==> src/rtl/shader_pkg.sv <==
// Shared definitions for the triangle feeder and its shader-side neighbours.
//   FACE_WORDS     : number of 16-bit words in one face record (3 vertices x 3 coords)
//   vertex_t       : one vertex, 16-bit x/y/z
//   feeder_state_t : control states of the face-list feeder
package shader_pkg;

  localparam int FACE_WORDS = 9;

  typedef struct packed {
    logic [15:0] x;
    logic [15:0] y;
    logic [15:0] z;
  } vertex_t;

  typedef enum logic [2:0] {
    IDLE   = 3'd0,
    FETCH  = 3'd1,
    LAUNCH = 3'd2,
    WAIT   = 3'd3,
    NEXT   = 3'd4
  } feeder_state_t;

endpackage

==> src/rtl/triangle_feeder.sv <==
// Triangle feeder: walks a list of face records in memory, loads the three
// vertices of each face, launches the shader and waits for it to finish
// before moving on to the next face.
//
// Ports
//   clk        : clock, rising edge
//   reset      : asynchronous active-high reset
//   go         : one-cycle list request (accepted only in IDLE)
//   base_addr  : word address of the first face record (sampled on accepted go)
//   num_faces  : number of faces in the list (sampled on accepted go)
//   mem_rd     : read strobe to synchronous memory
//   mem_addr   : read word address
//   mem_rdata  : read data, valid one cycle after mem_rd
//   v1x..v3z   : vertex coordinates presented to the shader
//   start      : shader launch strobe, high for START_CYC cycles per face
//   done       : shader completion (level or pulse, sampled only in WAIT)
//   busy       : high while a list is being processed
//   list_done  : one-cycle pulse when the list is finished
module triangle_feeder
  import shader_pkg::*;
#(
  parameter int ADDR_W    = 12,
  parameter int START_CYC = 2
) (
  input  logic              clk,
  input  logic              reset,
  input  logic              go,
  input  logic [ADDR_W-1:0] base_addr,
  input  logic [7:0]        num_faces,
  output logic              mem_rd,
  output logic [ADDR_W-1:0] mem_addr,
  input  logic [15:0]       mem_rdata,
  output logic [15:0]       v1x,
  output logic [15:0]       v1y,
  output logic [15:0]       v1z,
  output logic [15:0]       v2x,
  output logic [15:0]       v2y,
  output logic [15:0]       v2z,
  output logic [15:0]       v3x,
  output logic [15:0]       v3y,
  output logic [15:0]       v3z,
  output logic              start,
  input  logic              done,
  output logic              busy,
  output logic              list_done
);

  localparam int LC_W = (START_CYC > 1) ? $clog2(START_CYC) : 1;

  feeder_state_t     state_q, state_d;
  logic [3:0]        fidx_q, fidx_d;      // cycle index inside FETCH, 0..9
  logic [LC_W-1:0]   lcnt_q, lcnt_d;      // cycle index inside LAUNCH
  logic [ADDR_W-1:0] ptr_q, ptr_d;        // address of current face record
  logic [7:0]        cnt_q, cnt_d;        // faces remaining, including current
  logic              busy_q, busy_d;
  logic              list_done_q, list_done_d;
  vertex_t           vtx_q [3];
  vertex_t           vtx_d [3];

  // Reads are issued in FETCH cycles 0..8; cycle 9 only captures the last word.
  assign mem_rd    = (state_q == FETCH) && (fidx_q < 4'd9);
  assign mem_addr  = mem_rd ? (ptr_q + ADDR_W'(fidx_q)) : '0;
  assign start     = (state_q == LAUNCH);
  assign busy      = busy_q;
  assign list_done = list_done_q;

  assign v1x = vtx_q[0].x;
  assign v1y = vtx_q[0].y;
  assign v1z = vtx_q[0].z;
  assign v2x = vtx_q[1].x;
  assign v2y = vtx_q[1].y;
  assign v2z = vtx_q[1].z;
  assign v3x = vtx_q[2].x;
  assign v3y = vtx_q[2].y;
  assign v3z = vtx_q[2].z;

  always_comb begin
    state_d     = state_q;
    fidx_d      = fidx_q;
    lcnt_d      = lcnt_q;
    ptr_d       = ptr_q;
    cnt_d       = cnt_q;
    busy_d      = busy_q;
    list_done_d = 1'b0;
    vtx_d       = vtx_q;

    unique case (state_q)
      IDLE: begin
        fidx_d = '0;
        lcnt_d = '0;
        if (go) begin
          if (num_faces != 8'd0) begin
            ptr_d   = base_addr;
            cnt_d   = num_faces;
            busy_d  = 1'b1;
            state_d = FETCH;
          end else begin
            list_done_d = 1'b1;
          end
        end
      end

      FETCH: begin
        fidx_d = fidx_q + 4'd1;
        // Data returned now belongs to the read issued in the previous cycle.
        unique case (fidx_q)
          4'd1:    vtx_d[0].x = mem_rdata;
          4'd2:    vtx_d[0].y = mem_rdata;
          4'd3:    vtx_d[0].z = mem_rdata;
          4'd4:    vtx_d[1].x = mem_rdata;
          4'd5:    vtx_d[1].y = mem_rdata;
          4'd6:    vtx_d[1].z = mem_rdata;
          4'd7:    vtx_d[2].x = mem_rdata;
          4'd8:    vtx_d[2].y = mem_rdata;
          4'd9:    vtx_d[2].z = mem_rdata;
          default: ;
        endcase
        if (fidx_q == 4'd9) begin
          fidx_d  = '0;
          lcnt_d  = '0;
          state_d = LAUNCH;
        end
      end

      LAUNCH: begin
        lcnt_d = lcnt_q + 1'b1;
        if (lcnt_q == LC_W'(START_CYC - 1)) begin
          state_d = WAIT;
        end
      end

      WAIT: begin
        if (done) begin
          state_d = NEXT;
          // Registered pulse lands in the NEXT cycle that retires the last face.
          if (cnt_q == 8'd1) begin
            list_done_d = 1'b1;
          end
        end
      end

      NEXT: begin
        ptr_d  = ptr_q + ADDR_W'(FACE_WORDS);
        cnt_d  = cnt_q - 8'd1;
        fidx_d = '0;
        if (cnt_q == 8'd1) begin
          busy_d  = 1'b0;
          state_d = IDLE;
        end else begin
          state_d = FETCH;
        end
      end

      default: state_d = IDLE;
    endcase
  end

  always_ff @(posedge clk or posedge reset) begin
    if (reset) begin
      state_q     <= IDLE;
      fidx_q      <= '0;
      lcnt_q      <= '0;
      ptr_q       <= '0;
      cnt_q       <= '0;
      busy_q      <= 1'b0;
      list_done_q <= 1'b0;
      vtx_q[0]    <= '0;
      vtx_q[1]    <= '0;
      vtx_q[2]    <= '0;
    end else begin
      state_q     <= state_d;
      fidx_q      <= fidx_d;
      lcnt_q      <= lcnt_d;
      ptr_q       <= ptr_d;
      cnt_q       <= cnt_d;
      busy_q      <= busy_d;
      list_done_q <= list_done_d;
      vtx_q[0]    <= vtx_d[0];
      vtx_q[1]    <= vtx_d[1];
      vtx_q[2]    <= vtx_d[2];
    end
  end

endmodule

==> config.mk <==
export PLATFORM = sky130hd
export DESIGN_NAME = triangle_feeder
export DESIGN_NICKNAME = d
export VERILOG_FILES = /design/src/rtl/shader_pkg.sv /design/src/rtl/triangle_feeder.sv
export SDC_FILE = /design/constraint.sdc
export NUM_CORES = 1
export LEC_CHECK = 0
export CAP_MARGIN = 25
export CELL_PAD_IN_SITES_DETAIL_PLACEMENT = 0
export CELL_PAD_IN_SITES_GLOBAL_PLACEMENT = 1
export CORE_MARGIN = 4
export CORE_UTILIZATION = 42
export DETAILED_ROUTE_END_ITERATION = 7
export HOLD_SLACK_MARGIN = 0.02
export PLACE_DENSITY = 0.94
export SLEW_MARGIN = 10
export SYNTH_ARGS = -nofsm -noshare
export SYNTH_HDL_FRONTEND = slang
export SYNTH_SLANG_ARGS = --single-unit
export TNS_END_PERCENT = 30
==> constraint.sdc <==
create_clock -name clk -period 14 [get_ports clk]
set_clock_uncertainty 0.1 [all_clocks]
set_input_delay 1.4 -clock clk [delete_from_list [all_inputs] [get_ports clk]]
set_output_delay 1.4 -clock clk [all_outputs]
set_load 0.01 [all_outputs]
Word-level counts from Yosys, hierarchy flattened

Index checks and enable logic that the tools add are counted.

Register bits: 174
Output and inout port bits: 160

Add/sub/neg operators: 5
Magnitude comparators: 1
Equality and inequality tests: 20
Muxes and demuxes: 27
Reductions and logical operators: 20

Operator list:

| operator              | number |
|---|---|
| $mux 12               | 3 |
| $pmux 12 s2           | 1 |
| $reduce_and 2->1      | 10 |
| $eq 4x3->1 const B    | 4 |
| $mux 8                | 2 |
| $pmux 8 s2            | 1 |
| $mux 3                | 5 |
| $pmux 3 s5            | 1 |
| $add 12x4->12         | 1 |
| $add 12x4->12 const B | 1 |
| $mux 1                | 9 |
| $eq 4x2->1 const B    | 2 |
| $eq 4x4->1 const B    | 2 |
| $eq 8x1->1 const B    | 1 |
| $ne 2x2->1 const B    | 4 |
| $pmux 4 s2            | 1 |
| $reduce_bool 8->1     | 1 |
| $sub 8x1->8 const B   | 1 |
| $eq 3x2->1 const B    | 2 |
| $reduce_and 5->1      | 1 |
| $add 4x1->4 const B   | 1 |
| $eq 4x1->1 const B    | 1 |
| $lt 4x4->1 const B    | 1 |
| $mux 4                | 1 |
| 13 further kinds      | 16 |

Depth between registers and ports, before layout

Gate-level depths: netlist of the first run.

Depth in word-level cells: 4
Gate-level depth with buffers: 6

Least setup slack after synthesis of the first run

OpenSTA, ideal clock, no wires.

Path type: reg-to-output
Start point: register ptr_q[0]
End point: output port mem_addr[10]
Data arrival time: 1.827 ns
Required time: 12.500 ns
Path slack: 10.673 ns
Stages on the path, launching flop included: 7
Path buffers: 0
Cells stage by stage: dfrtp_1 > ha_1 > fa_1 > a21o_1 > a21oi_1 > o21ai_0 > a21oi_1

Longest elaborated chain between the ends: 2

RTL lines:

| what                     | RTL line               | source |
|---|---|---|
| start: declaration       | triangle_feeder.sv:53  | `logic [ADDR_W-1:0] ptr_q, ptr_d;` |
| start signal: assignment | triangle_feeder.sv:174 | `ptr_q <= ptr_d;` |
| $add 12x4->12            | triangle_feeder.sv:62  | `assign mem_addr = mem_rd ? (ptr_q + ADDR_W'(fidx_q)) : '0;` |
| $mux 12                  | triangle_feeder.sv:62  |  |
| end: declaration         | triangle_feeder.sv:31  | `output logic [ADDR_W-1:0] mem_addr,` |

Every way passes these cells.

Worst setup path in the final report of the first run

Start point: register fidx_q[0]
End point: output port mem_addr[10]

Longest elaborated chain between the ends: 3
Elaborated cells on any way between the ends: 4
Those cells by class: add/sub (1); order compare (1); mux (1); reduce/logical (1)

RTL lines:

| what                                                                  | RTL line               | source |
|---|---|---|
| start: declaration                                                    | triangle_feeder.sv:51  | `logic [3:0] fidx_q, fidx_d;` |
| start signal: assignment                                              | triangle_feeder.sv:172 | `fidx_q <= fidx_d;` |
| parallel branches: the longest is 2 deep, another holds $add 12x4->12 | --                     |  |
| $mux 12 (*)                                                           | triangle_feeder.sv:62  |  |

Every way passes the cells marked *.

==> results.py, run 1 <==
metrics = {
    "worst_setup_path": {
        "cp.required_ns": 12.50,
        "cp-start-kind": "register",
        "worstSetupPathType": "register to output pin",
        "critPathMaxFanout": 14,
        "crit_arrival_ns": 3.19,
        "crit_path_end_kind": "output pin",
        "r2r_cells": 4,
    },
    "clocking": {
        "cts_repair_resize_count": 0,
        "numClockSinks": 174,
        "clockBufferDepth": 2,
        "clkTransAtPathRegs_ns": 0.07,
        "hold_buffers": 0,
        "cts_tree": "yes",
        "cts_made_buffers": 17,
        "clock_latency_ns": 0.42,
        "clockRootBuffer": "clkbuf_16",
        "cts_setup_buffers": 0,
        "ctsHtreeMaxLevel": 4,
    },
    "drt": {
        "routed_wl_um": 21400,
        "vias": 5585,
        "drt_first_iter_violations": 256,
        "drtAntennaViolNets": 0,
        "wire_per_inst_um": 21.2,
        "drtPass1Iterations": 5,
        "drc": 0,
        "vias_per_cell": 5.54,
    },
    "place": {
        "dp_hpwl_um": 14300,
        "dp_cells": 974,
        "globalplace.congestion": 0.954,
        "io_buffers": 199,
    },
    "yosys": {
        "yosys_warnings": 0,
        "synth_flop_cell": "dfrtp_1",
        "synthTopCellsByArea": "dfrtp_1 58%, mux2_2 17%, mux2_1 4.5%",
        "async_reset_ff_frac": 1.00,
        "syn_area_per_cell_um2": 13.0,
        "synth_top_area_frac": 0.578,
        "synth-edff-count": 0,
        "ys_ff_latch": 174,
        "netlist_area_um2": 7530,
        "synth.net_count": 626,
        "ys_types": 51,
        "synth-seq-area-share": 0.578,
        "yosysTopAreaCell": "dfrtp_1",
        "postSynthCellCount": 578,
    },
    "hold_path": {
        "min_path_type": "register to register",
        "min_path_cells": 1,
    },
    "sta": {
        "period_share": 0.335,
        "rsz0062_at_grt": "false",
        "finalCriticalPeriod_ns": 4.69,
        "tightest_slew_ns": 1.02,
        "setup_viol": 0,
        "hold_viol_final": 0,
        "fin_setup_tns_ns": 0,
        "fmax_ghz": 0.213,
        "hold_ws_ns": 0.394,
        "drv_slew": 0,
        "relSlewSlack": 0.317,
    },
    "power_and_ir_drop": {
        "ir_worst_vdd_v": 0.000183,
        "power.total_uw": 2700,
        "power_density_nw_per_um2": 260,
        "leakage_uw": 0.00430,
    },
    "grt": {
        "grt_pass1_vias": 5945,
        "grt_use_total": 0.214,
        "antenna_found_initial": 0,
        "gr-total-overflow": 0,
        "grt_pass1_wl_um": 33500,
        "grt_max_degree": 98,
    },
    "final_layout": {
        "final_common_cell": "clkdlybuf4s50_1",
        "finalNonFillerCells": 1009,
        "n_antenna_cell": 0,
        "drive_gt1_frac": 0.213,
        "fill_cells": 1359,
        "multi_input_area_um2": 3020,
        "nets": 819,
        "final_cell_mix": "199 x clkdlybuf4s50_1, 174 x dfrtp_1, 116 x mux2_2",
        "syn2layout_area_growth_pct": 37.9,
        "regArea_um2": 4350,
    },
    "floorplan": {
        "rows": 48,
        "pin_count": 200,
        "design.core.area_um2": 17400,
        "fp.dieW_um": 142,
        "die_h_um": 142,
        "initial_core_util": 0.433,
        "dieArea_um2": 20100,
    },
    "job": {
        "cap_violations": 0,
    },
    "run_status": {
        "outcome": "finished, final reports clean",
    },
}
## metal layers
layer / track usage / wire length (µm) / vias to the layer above
li1: - / - / 2513
met1: 0.249 / 8180 / 2835
met2: 0.365 / 10700 / 224
met3: 0.101 / 2310 / 13
met4: 0.0460 / 174 / 0
met5: 0 / 0 / -
## registers in the layout, indices dropped and copies added (netlist names), 16 cells and up
signal	flops
v1z	16
v1x	16
v3y	16
v2y	16
v3z	16
v2x	16
v2z	16
v3x	16
v1y	16
## layout make-up
type                       count  share of cell area
clock buffer                  17              0.0409
multi-input combinational    363               0.291
inverter                      10             0.00409
clock inverter                15              0.0187
timing repair buffer         205               0.199
tap                          225              0.0271
sequential                   174               0.419
## worst paths after layout
kind                                            to                   start  slack, ns
worst max-delay path                  mem_addr[10]   fidx_q[0]$_DFFE_PP0P_       9.31
worst min-delay path            v1z[1]$_DFFE_PP0P_      v1z[1]$_DFFE_PP0P_       0.39
worst max register to register  v3x[8]$_DFFE_PP0P_  state_q[0]$_DFFE_PP0P_      11.38
worst min register to register  v1z[1]$_DFFE_PP0P_      v1z[1]$_DFFE_PP0P_       0.39
max in group asynchronous       v2x[3]$_DFFE_PP0P_                   reset      11.24
min in group asynchronous       v1x[0]$_DFFE_PP0P_                   reset       1.42
## synth_stat cells, types with 2 or more instances
cell type and instances:
a211oi_1 4, a21o_1 7, a21oi_1 33, a22oi_1 5, a2bb2oi_1 8, a31oi_1 6, a41oi_1 3, and3_1 3
buf_1 3, buf_2 9, clkbuf_1 18, dfrtp_1 174, ha_1 7, inv_1 10, mux2_1 30, mux2_2 116
mux2i_1 4, nand2_1 18, nand2_2 5, nand2b_1 3, nand3_1 11, nand4_1 6, nor2_1 15, nor2b_1 5
nor3_1 6, nor3b_1 2, nor4_1 2, o21a_1 2, o21ai_0 22, o22ai_1 8, o2bb2ai_1 3, o32ai_1 2
or3_1 8, or4_1 2, xnor2_1 2
## worst max-delay path, cell delays in order, from the launching register on
cell and delay [ns]:
dfrtp_1 0.54, ha_1 0.32, fa_1 0.42, a21o_1 0.18
a21oi_1 0.45, o21ai_0 0.15, a21oi_1 0.16, clkdlybuf4s50_1 0.56
## logic make-up after synthesis
kind of cell / after synthesis / share of synthesized area
AO/OA/AOI/OAI: 110 / 0.0922
adder cells (fa/ha/maj): 8 / 0.0143
XOR/XNOR: 2 / 0.00233
flip-flops: 174 / 0.578
multiplexers: 150 / 0.224
AND/OR/NAND/NOR: 93 / 0.0678
buffers and inverters: 41 / 0.0221
## power by group
group / switching [µW] / internal (µW)
logic: 548 / 727
clock network: 233 / 244
registers: 191 / 756
## metrics by stage
| stage | setup slack [ns] | utilization | instance area (µm²) |
|---|---|---|---|
| 2_1_floorplan | 7.78 | - | 7530 |
| 3_3_place_gp | 9.73 | 0.558 | 9710 |
| 3_5_place_dp | 9.52 | 0.558 | 9710 |
| 4_1_cts | 9.30 | 0.593 | 10300 |
| 5_1_grt | 9.08 | 0.596 | 10400 |
| 6_report | 9.31 | 0.596 | 10400 |
Power figures use the tool's default switching activity.
==> run 2: changes to the inputs <==
Settings changed: CORE_UTILIZATION 42 to 35, PLACE_DENSITY 0.94 to 0.85.
Clock period 14 ns to 4.1 ns, I/O delays scaled along.
==> results.py, run 2 (synthesis results as in run 1) <==
metrics = {
    "run_status": {
        "outcome": "finished, final reports clean",
    },
    "drt": {
        "top_layer": "met4",
        "wl_met1_um": 9080,
        "vias_per_cell": 5.15,
        "drtPass1Iterations": 4,
        "vias": 5458,
        "drt_first_iter_violations": 222,
        "met2_length_um": 9690,
        "drc": 0,
        "routed_wl_um": 20800,
        "route.met3.wl_um": 1620,
        "drtAntennaViolNets": 0,
        "wire_per_inst_um": 19.6,
    },
    "worst_setup_path": {
        "r2r_cells": 4,
        "rr_startpoint": "state_q[0]$_DFFE_PP0P_",
        "critPathMaxFanout": 14,
        "cp.required_ns": 3.59,
        "crit_arrival_ns": 3.17,
        "cp-start-kind": "register",
        "worstSetupPathType": "register to output pin",
        "rrSetupSlack_ns": 1.43,
        "crit_path_end_kind": "output pin",
        "worstReg2RegEnd": "v3x[6]$_DFFE_PP0P_",
    },
    "floorplan": {
        "fp.dieW_um": 155,
        "pin_count": 200,
        "initial_core_util": 0.357,
        "design.core.area_um2": 21100,
        "rows": 53,
        "die_h_um": 155,
        "dieArea_um2": 23900,
    },
    "sta": {
        "rsz0062_at_grt": "false",
        "finalCriticalPeriod_ns": 3.68,
        "setup_viol": 0,
        "fin_setup_tns_ns": 0,
        "finalWorstSetupSlack_ns": 0.421,
        "tightest_slew_ns": 0.868,
        "hold_ws_ns": 0.244,
        "drv_slew": 0,
        "period_share": 0.897,
        "fmax_ghz": 0.272,
        "relSlewSlack": 0.420,
        "hold_viol_final": 0,
    },
    "grt": {
        "gr-total-overflow": 0,
        "grt_pass1_vias": 5716,
        "grt_max_degree": 123,
        "grt_pass1_wl_um": 33100,
        "antenna_found_initial": 0,
        "grt_use_total": 0.177,
    },
    "clocking": {
        "cts_made_buffers": 17,
        "cts_tree": "yes",
        "hold_buffers": 0,
        "cts_repair_resize_count": 0,
        "ctsHtreeMaxLevel": 4,
        "numClockSinks": 174,
        "clockBufferDepth": 2,
        "clock_latency_ns": 0.43,
        "clockRootBuffer": "clkbuf_16",
        "cts_setup_buffers": 0,
        "clkTransAtPathRegs_ns": 0.07,
    },
    "final_layout": {
        "n_antenna_cell": 0,
        "fill_cells": 1870,
        "drive_gt1_frac": 0.214,
        "design_area_um2": 10400,
        "final_common_cell": "clkdlybuf4s50_1",
        "syn2layout_area_growth_pct": 38.5,
        "nets": 820,
        "final_cell_mix": "199 x clkdlybuf4s50_1, 174 x dfrtp_1, 116 x mux2_2",
    },
    "place": {
        "io_buffers": 199,
        "dp_hpwl_um": 14200,
        "placedInstanceArea_um2": 9820,
        "dp_worst_setup_slack_ns": 0.880,
        "globalplace.congestion": 0.825,
    },
    "power_and_ir_drop": {
        "power_density_nw_per_um2": 878,
        "leakage_uw": 0.00430,
        "ir_worst_vdd_v": 0.000425,
    },
    "job": {
        "cap_violations": 0,
    },
    "hold_path": {
        "min_path_type": "input pin to async pin",
    },
}
## run 2: changes by cell type in the layout (fill, tap and decap cells not counted), moves of 2 or more
cell | previous run | this run
buf_4 | 3 | 6
buf_8 | 2 | 0
inv_8 | 2 | 7
clkinv_8 | 7 | 3
inv_6 | 3 | 1
## run 2: layout make-up
class / instances / area [µm²] / share of cell area
Clock inverter: 15 / 191 / 0.0183
Multi-Input combinational cell: 363 / 3020 / 0.289
Inverter: 10 / 41.3 / 0.00396
Sequential cell: 174 / 4350 / 0.417
Clock buffer: 17 / 425 / 0.0408
Tap cell: 275 / 344 / 0.0330
Timing Repair Buffer: 206 / 2060 / 0.197
## run 2: through the flow
| step | total power [µW] | util | std cells |
|---|---|---|---|
| floorplan | 5170 | - | 578 |
| global placement | 7470 | 0.465 | 1028 |
| detailed placement | 7550 | 0.465 | 1028 |
| CTS | 9280 | 0.495 | 1060 |
| global route | 9740 | 0.495 | 1060 |
| finish | 9160 | 0.495 | 1060 |
## run 2: how the worst max path moves through the flow
stage / cells past startpoint / startpoint / slack, ns / end
floorplan: 1 / reset / 1.37 / busy$_DFFE_PP0P_
global placement: 7 / fidx_q[0]$_DFFE_PP0P_ / 0.93 / mem_addr[10]
detailed placement: 7 / fidx_q[0]$_DFFE_PP0P_ / 0.88 / mem_addr[10]
CTS: 7 / fidx_q[0]$_DFFE_PP0P_ / 0.40 / mem_addr[10]
global route: 7 / fidx_q[0]$_DFFE_PP0P_ / 0.20 / mem_addr[8]
finish: 7 / fidx_q[0]$_DFFE_PP0P_ / 0.42 / mem_addr[10]
## run 2: layer usage
metal	track usage	vias up
met5	0	-
met4	0.0542	0
met3	0.0655	24
met2	0.280	163
met1	0.228	2754
li1	-	2517
## run 2: critical path, cell delays in order (launching register included)
cell and delay, ns:
dfrtp_1 0.53, ha_1 0.31, fa_1 0.42, a21o_1 0.18, a21oi_1 0.43, o21ai_0 0.14
a21oi_1 0.17, clkdlybuf4s50_1 0.56
## run 2: power by group
group | switching (µW) | internal, µW
logic | 1850 | 2480
clock network | 784 | 885
registers | 586 | 2580
total | 3220 | 5940
==> run 3: changes to the inputs <==
Settings changed: SLEW_MARGIN 10 to not set.
==> results of run 3 <==
No change in the layout: final DEF, timing and power equal those of run 2.
